===== config.mk =====
export PLATFORM = sky130hd
export DESIGN_NAME = score_keeper
export DESIGN_NICKNAME = d
export VERILOG_FILES = /design/src/rtl/score_keeper.sv
export SDC_FILE = /design/constraint.sdc
export NUM_CORES = 1
export LEC_CHECK = 0
export BUFFER_PORTS_ARGS = -buffer_cell sky130_fd_sc_hd__buf_4
export CAP_MARGIN = 20
export CORE_ASPECT_RATIO = 1.5
export CORE_UTILIZATION = 57
export DETAILED_ROUTE_END_ITERATION = 8
export PLACE_DENSITY_LB_ADDON = 0.3
export SYNTH_ARGS = -nofsm -noshare
export SYNTH_HDL_FRONTEND = slang
export SYNTH_SLANG_ARGS = --single-unit

===== constraint.sdc =====
create_clock -name clk -period 2.1 [get_ports clk]
set_input_delay 0.42 -clock clk [delete_from_list [all_inputs] [get_ports clk]]
set_output_delay 0.42 -clock clk [all_outputs]
set_load 0.01 [all_outputs]

===== src/rtl/score_keeper.sv =====
// Game-progress stage: apple counter, IDLE/PLAY/WIN/OVER FSM, speed select
// and the scan clock for the seven-segment display driver.
module score_keeper #(
  parameter int CLK_HZ    = 100_000_000,
  parameter int SCAN_HZ   = 100,
  parameter int MAX_SCORE = 13
) (
  input  logic       clk,
  input  logic       rst_n,
  input  logic       start,
  input  logic       eat,
  input  logic       crash,
  output logic [3:0] score,
  output logic       clk_100Hz,
  output logic [1:0] state,
  output logic [1:0] speed_level,
  output logic       score_pulse
);

  localparam int HALF = CLK_HZ / (2 * SCAN_HZ);
  localparam int CNT_W = (HALF > 1) ? $clog2(HALF) : 1;
  localparam logic [CNT_W-1:0] CNT_LAST = CNT_W'(HALF - 1);
  localparam logic [3:0] MAX_S = 4'(MAX_SCORE);

  typedef enum logic [1:0] {
    IDLE = 2'd0,
    PLAY = 2'd1,
    WIN  = 2'd2,
    OVER = 2'd3
  } state_t;

  state_t           state_reg, state_next;
  logic [3:0]       score_reg, score_next;
  logic             pulse_reg, pulse_next;
  logic             start_d_reg, eat_d_reg;
  logic [CNT_W-1:0] cnt_reg;
  logic             scan_reg;
  logic             start_rise, eat_rise;

  assign start_rise = start & ~start_d_reg;
  assign eat_rise   = eat & ~eat_d_reg;

  always_ff @(posedge clk or negedge rst_n) begin
    if (!rst_n) begin
      state_reg   <= IDLE;
      score_reg   <= 4'd0;
      pulse_reg   <= 1'b0;
      start_d_reg <= 1'b0;
      eat_d_reg   <= 1'b0;
    end else begin
      state_reg   <= state_next;
      score_reg   <= score_next;
      pulse_reg   <= pulse_next;
      start_d_reg <= start;
      eat_d_reg   <= eat;
    end
  end

  // Crash wins over a same-cycle eat edge; the winning increment moves to WIN on the same edge.
  always_comb begin
    state_next = state_reg;
    score_next = score_reg;
    pulse_next = 1'b0;
    case (state_reg)
      IDLE: begin
        if (start_rise) begin
          state_next = PLAY;
          score_next = 4'd0;
        end
      end
      PLAY: begin
        if (crash) begin
          state_next = OVER;
        end else if (eat_rise) begin
          score_next = score_reg + 4'd1;
          pulse_next = 1'b1;
          if (score_reg + 4'd1 == MAX_S) state_next = WIN;
        end
      end
      WIN, OVER: begin
        if (start_rise) begin
          state_next = PLAY;
          score_next = 4'd0;
        end
      end
      default: state_next = IDLE;
    endcase
  end

  always_ff @(posedge clk or negedge rst_n) begin
    if (!rst_n) begin
      cnt_reg  <= '0;
      scan_reg <= 1'b0;
    end else if (cnt_reg == CNT_LAST) begin
      cnt_reg  <= '0;
      scan_reg <= ~scan_reg;
    end else begin
      cnt_reg  <= cnt_reg + 1'b1;
    end
  end

  assign score       = score_reg;
  assign state       = state_reg;
  assign score_pulse = pulse_reg;
  assign speed_level = score_reg[3:2];
  assign clk_100Hz   = scan_reg;

endmodule


==> results of run 1 <==
routing by layer:
layer | up-vias | track usage [%] | routed length (um)
li1 | 511 | - | -
met1 | 517 | 24.6 | 972
met2 | 26 | 38.7 | 1350
met3 | 8 | 8.67 | 107
met4 | 0 | 14.5 | 87
met5 | - | 0 | 0
final timing paths:
| path | slack [ns] | cells past startpoint | endpoint |
|---|---|---|---|
| min in group asynchronous | 0.53 | 2 | score[0] |
| worst min-delay path | 0.20 | 1 | start_d_reg |
| max in group asynchronous | 1.30 | 2 | cnt_reg[0] |
| worst min register to register | 0.47 | 1 | clk_100Hz |
| worst max register to register | 0.47 | 4 | cnt_reg[17] |
| worst max-delay path | 0.47 | 4 | cnt_reg[17] |
critical path: cells and delay by family (launching register included):
kind               cells  cell delay, ns
and+or+nand+nor        3            0.98
DFF                    1            0.44
AOI/OAI and AO/OA      1            0.14
cell usage in the layout (no fill, tap or decap), types with 4 or more instances in the layout:
master,Yosys,layout
a21oi_1,4,4
buf_4,2,16
clkbuf_4,0,5
dfrtp_1,29,29
inv_1,8,8
nand2_1,7,7
nand3_1,10,10
nor2_1,15,15
nor4_1,4,4
o21ai_0,4,4
xnor2_1,9,9
xor2_1,7,7
through the flow:
stage               util (%)  area, sq um  std cells
finish                  71.0         1620        181
global route            71.0         1620        181
CTS                     71.0         1620        181
detailed placement      66.8         1530        172
global placement        66.8         1530        172
floorplan                  -         1400        136
cell type report:
cell class | instances | area (sq um) | area share (%)
clock buffer | 7 | 55.1 | 3.39
timing repair buffer | 17 | 130 | 8.02
multi-input combinational | 96 | 623 | 38.4
tap | 23 | 28.8 | 1.77
inverter | 8 | 30.0 | 1.85
clock inverter | 1 | 30.0 | 1.85
sequential | 29 | 726 | 44.7
timing repair:
| item | 4_1_cts | 5_1_grt |
|---|---|---|
| hold buffers | 1 | 0 |
| buffers inserted | 0 | 0 |
| endpoints found under the hold margin | 24 | 0 |
cell families (layout without fill, tap and decap cells):
logic type,after synthesis,in the layout,share of synthesized area (%)
flip-flops,29,29,51.9
buffers and inverters,11,33,3.58
AND/OR/NAND/NOR,60,60,23.7
adder cells (fa/ha/maj),3,3,2.68
AO/OA/AOI/OAI,17,17,8.14
XOR/XNOR,16,16,10.0
where the power goes:
group          switching, W  internal, W  leakage (nW)
registers         0.0000110     0.000567         0.377
clock network      0.000183     0.000284        0.0455
logic             0.0000327    0.0000279         0.348
total              0.000227     0.000879         0.770
==> impl_results.md, run 1 <==
* Final worst slack at ~0.47 ns
* Vias per cell at a little under 6
* Worst EP required at approximately 2.4 ns
* Chip height at 62.7 um
* Slew HR at 74.7%
* Dominant cell type by area after synthesis: dfrtp_1
* Critical path type: register to register
* Critical path, cell by cell: nand4_2, or2_1, or4_4, a21oi_2
* ANT nets after route at 0
* Sum Neg Setup Slack at 0 ns
* Final HPWL DP at around 1.8 mm
* P&R area growth vs syn at 16.0%
* Pre-CTS WS at between 0.5 and 0.6 ns
* Pins Over Slew Limit at 0
* CP endpoint kind: register
* Top cells by count, synth: dfrtp_1, nor2_1, nand3_1, xnor2_1, inv_1
* Skew final at between 0.01 and 0.015 ns
* Via count at around 1100
* Yosys top cell area share at a little over 50%
* Chip width at ~42 um
* Synth Flop Type: dfrtp_1
* N_diodes at 0
* CTS root buffer: clkbuf_4
* Grt total ovfl at 0
* DRC at 0
* Filler cells at ~170
* Count leader, synth: dfrtp_1
* CP max FO at 7
* PostCTS Resize Cnt at 0
* WHS at 0.197 ns
* Initial Utilization at just over 60%
* Syn avg cell area at roughly 10 sq um
* Final Net Count at 165
* MaxCap Viol Count at 0
* Port bufs at 14
* Top area cells in the synthesized netlist: dfrtp_1, xnor2_1, xor2_1
* CP max stage delay at ~0.44 ns
* R2r startpoint: cnt_reg[8]
* H-tree depth at 2
* Clk slew on worst S/H paths at 0.09 ns
* Area of the core at ~2300 sq um
* Power, Total at ~0.0011 W
* Worst Setup Start Kind: register
* Worst Hold Class: input port to register
* Start point of the critical path: cnt_reg[8]
* Max FFs per register at 19
* Fin. Hold Viols at 0
* Pwr dens at a little under 700 nW/um^2
* Initial antenna violation count at 0
* Largest net degree at the start of global routing at 30
* Max VDD drop at 0.729 mV
* Worst-skew pair later-pin latency at 0.33 ns
* Routed wire per std cell at 13.9 um
* Layout cells sized above 1 at 17.7%
* Synth cell types at 35
* Seq cells post-synth at 29
* Tot GR Track Use at 23.4%
* Die ar. at 2660 sq um
* Num ports at 15
* Post-Route WL at approximately 2.5 mm
* Vias in the first global route at 1061
* Hold_sp: start
* Share of flip-flops with an asynchronous set or reset at 100%
* Synthesized cell area at 1400 sq um
* CP Data Arrival Time at between 1.5 and 2 ns
* Slew @ Worst Pin at roughly 0.38 ns
* Status: completed
* Achievable Freq at about 0.6 GHz
* Synth Instances at 136
* First-pass GRT wire length at 4.57 mm
* Clk sinks at 29
* Slowest cell on crit path: dfrtp_1
* Seq/Total Area, Yosys at ~52%
* Shortest period the worst path allows at ~1.6 ns
* First DRT Iteration DRCs at 16
* Site Rows at 21
* EDFF count, synth at 0
* Post-Syn Nets at approximately 140
* RSZ-0062 raised after global routing: false
* Fin crit share at between 70 and 80%
* CTS Buffer Depth at 2
* Yosys warns at 0
* TritonCTS clock tree: done
* Setup-failing EPs final at 0
* Router iterations before antenna repair at 4
* Gpl congestion at 0.920
* P_leak at about 0.77 nW
* CTS buffer count at 5
No activity file was read; power rests on OpenSTA's default activity.
==> inputs of run 2 (changes only) <==
==> constraint.sdc (replaced) <==
create_clock -name clk -period 1.55 [get_ports clk]
set_input_delay 0.31 -clock clk [delete_from_list [all_inputs] [get_ports clk]]
set_output_delay 0.31 -clock clk [all_outputs]
set_load 0.01 [all_outputs]
==> impl_results.md, run 2 (synthesis gave the netlist of run 1 again) <==
* Largest net degree at the start of global routing at 30 (unchanged)
* First DRT Iteration DRCs at 36 (+20)
* N_diodes at 0 (unchanged)
* Pwr dens at 759 nW/um^2 (+11%)
* CP max FO at 4 (-3)
* Routed wire per std cell at 15.7 um (+13%)
* CP endpoint kind: register
* Skew final at 0.0119 ns (+0.00124 ns)
* CTS Buffer Depth at 2 (unchanged)
* Utilization after layout at 74.9% (+3.9 points)
* Die ar. at 2660 sq um (unchanged)
* Dpl cell area at 1560 sq um (+2.0%)
* CP Data Arrival Time at 1.84 ns (-0.05 ns)
* Design Area, Final at 1710 sq um (+5.5%)
* Final worst slack at -0.0237 ns (-0.498 ns)
* ANT nets after route at 0 (unchanged)
* Router iterations before antenna repair at 4 (unchanged)
* Worst Hold Class: input port to register
* Fin. Hold Viols at 0 (unchanged)
* Vias in the first global route at 1103 (+4.0%)
* Slowest cell on crit path: or4_4
* R2r startpoint: cnt_reg[12]
* Hold_sp: start
* Layout cells sized above 1 at 28.2% (+11 points)
* Chip width at 42.5 um (unchanged)
* WHS at 0.0808 ns (-0.116 ns)
* Filler cells at 177 (+1.7%)
* CTS root buffer: clkbuf_4
* P&R area growth vs syn at 22.4%
* Worst R2R Setup Slack at -0.02 ns (-0.50 ns)
* Post-Route WL at 3.02 mm (+20%)
* Initial antenna violation count at 0 (unchanged)
* Commonest non-fill, non-tap cell in the layout: buf_4
* Worst Setup Start Kind: register
* Status: complete, but fails checks
* Worst EP required at 1.82 ns (-0.55 ns)
* Max FFs per register at 19 (unchanged)
* Chip height at 62.7 um (unchanged)
* Shortest period the worst path allows at 1.57 ns (-0.0517 ns)
* CP max stage delay at 0.43 ns (about the same)
* Port bufs at 14 (unchanged)
* Clk sinks at 29 (unchanged)
* Grt total ovfl at 0 (unchanged)
* Achievable Freq at 0.635 GHz (+3.3%)
* Area of the core at 2290 sq um (unchanged)
* Critical path type: register to register
* Power, Total at 0.00130 W (+18%)
* TritonCTS clock tree: done
* Fin crit share at 102% (+24 points)
* P_leak at 0.809 nW (+5.0%)
* Pins Over Slew Limit at 0 (unchanged)
* Violated checks: setup timing
* Most frequent cells in the layout: buf_4, dfrtp_1, nor2_1
* Tot GR Track Use at 24.9% (+1.4 points)
* Gpl congestion at 0.914 (-0.63%)
* Final HPWL DP at 2.03 mm (+12%)
* MaxCap Viol Count at 0 (unchanged)
* First-pass GRT wire length at 4.91 mm (+7.4%)
* Max VDD drop at 0.525 mV (-28%)
* Num ports at 15 (unchanged)
* Worst-skew pair later-pin latency at 0.34 ns (about the same)
* Register area at 729 sq um (+0.52%)
* Setup-failing EPs final at 1 (+1)
* Final Net Count at 177 (+7.3%)
* Pre-CTS WS at -0.0453 ns (-0.550 ns)
* Critical path, cell by cell: nand4_1, or2_1, or4_4, a21oi_2
* Vias per cell at 5.81 (-0.92%)
* Slew @ Worst Pin at 0.375 ns (-0.00513 ns)
* Via count at 1122 (+5.6%)
* Multi-input gate area at 648 sq um (+4.0%)
* DRC at 0 (unchanged)
* Slew HR at 75.0% (+0.34 points)
* CTS buffer count at 5 (unchanged)
* Start point of the critical path: cnt_reg[12]
* H-tree depth at 2 (unchanged)
* Site Rows at 21 (unchanged)
* Clk slew on worst S/H paths at 0.09 ns (about the same)
* Initial Utilization at 61.2% (unchanged)
run 2: worst max-delay path: cells and delay by family (launching register included):
family	cells	cell delay (ns)
AOI/OAI and AO/OA	1	0.14
DFF	1	0.42
and+or+nand+nor	3	0.95
run 2: layout make-up:
cell class	count	share of cell area (%)
sequential	29	42.6
multi-input combinational	96	37.9
timing repair buffer	29	13.1
clock buffer	6	2.41
inverter	8	1.75
tap	23	1.68
clock inverter	2	0.585
run 2: power by group:
part | internal, W | switching (W)
clock network | 0.000172 | 0.000259
registers | 0.000769 | 0.0000154
logic | 0.0000380 | 0.0000455
run 2: through the flow:
stage               cells  setup TNS (ns)
finish                193         -0.0237
floorplan             136               0
global placement      176               0
CTS                   186               0
detailed placement    176         -0.0772
global route          193         -0.0752
run 2: worst paths after layout:
check | endpoint | cells past startpoint
max | cnt_reg[17] | 4
min in group asynchronous | score[3] | 2
max in group asynchronous | cnt_reg[2] | 2
min reg2reg | clk_100Hz | 1
min | start_d_reg | 1
max reg2reg | cnt_reg[17] | 4
run 2: per-layer routing:
metal  vias to the layer above  global-route usage [%]  part of all wire, %
li1                        534                       -                    -
met1                       556                    27.6                   37
met2                        25                    43.3                   57
met3                         7                    7.80                  3.7
met4                         0                    9.38                  2.4
met5                         -                       0                    0
run 2: timing repair:
item,4_1_cts,5_1_grt
pin swaps,0,2
gates resized for setup,1,9
endpoints found under the setup margin,9,15
hold buffers,1,0
gates cloned,0,0
hold endpoints to repair,29,0
setup buffers,1,7
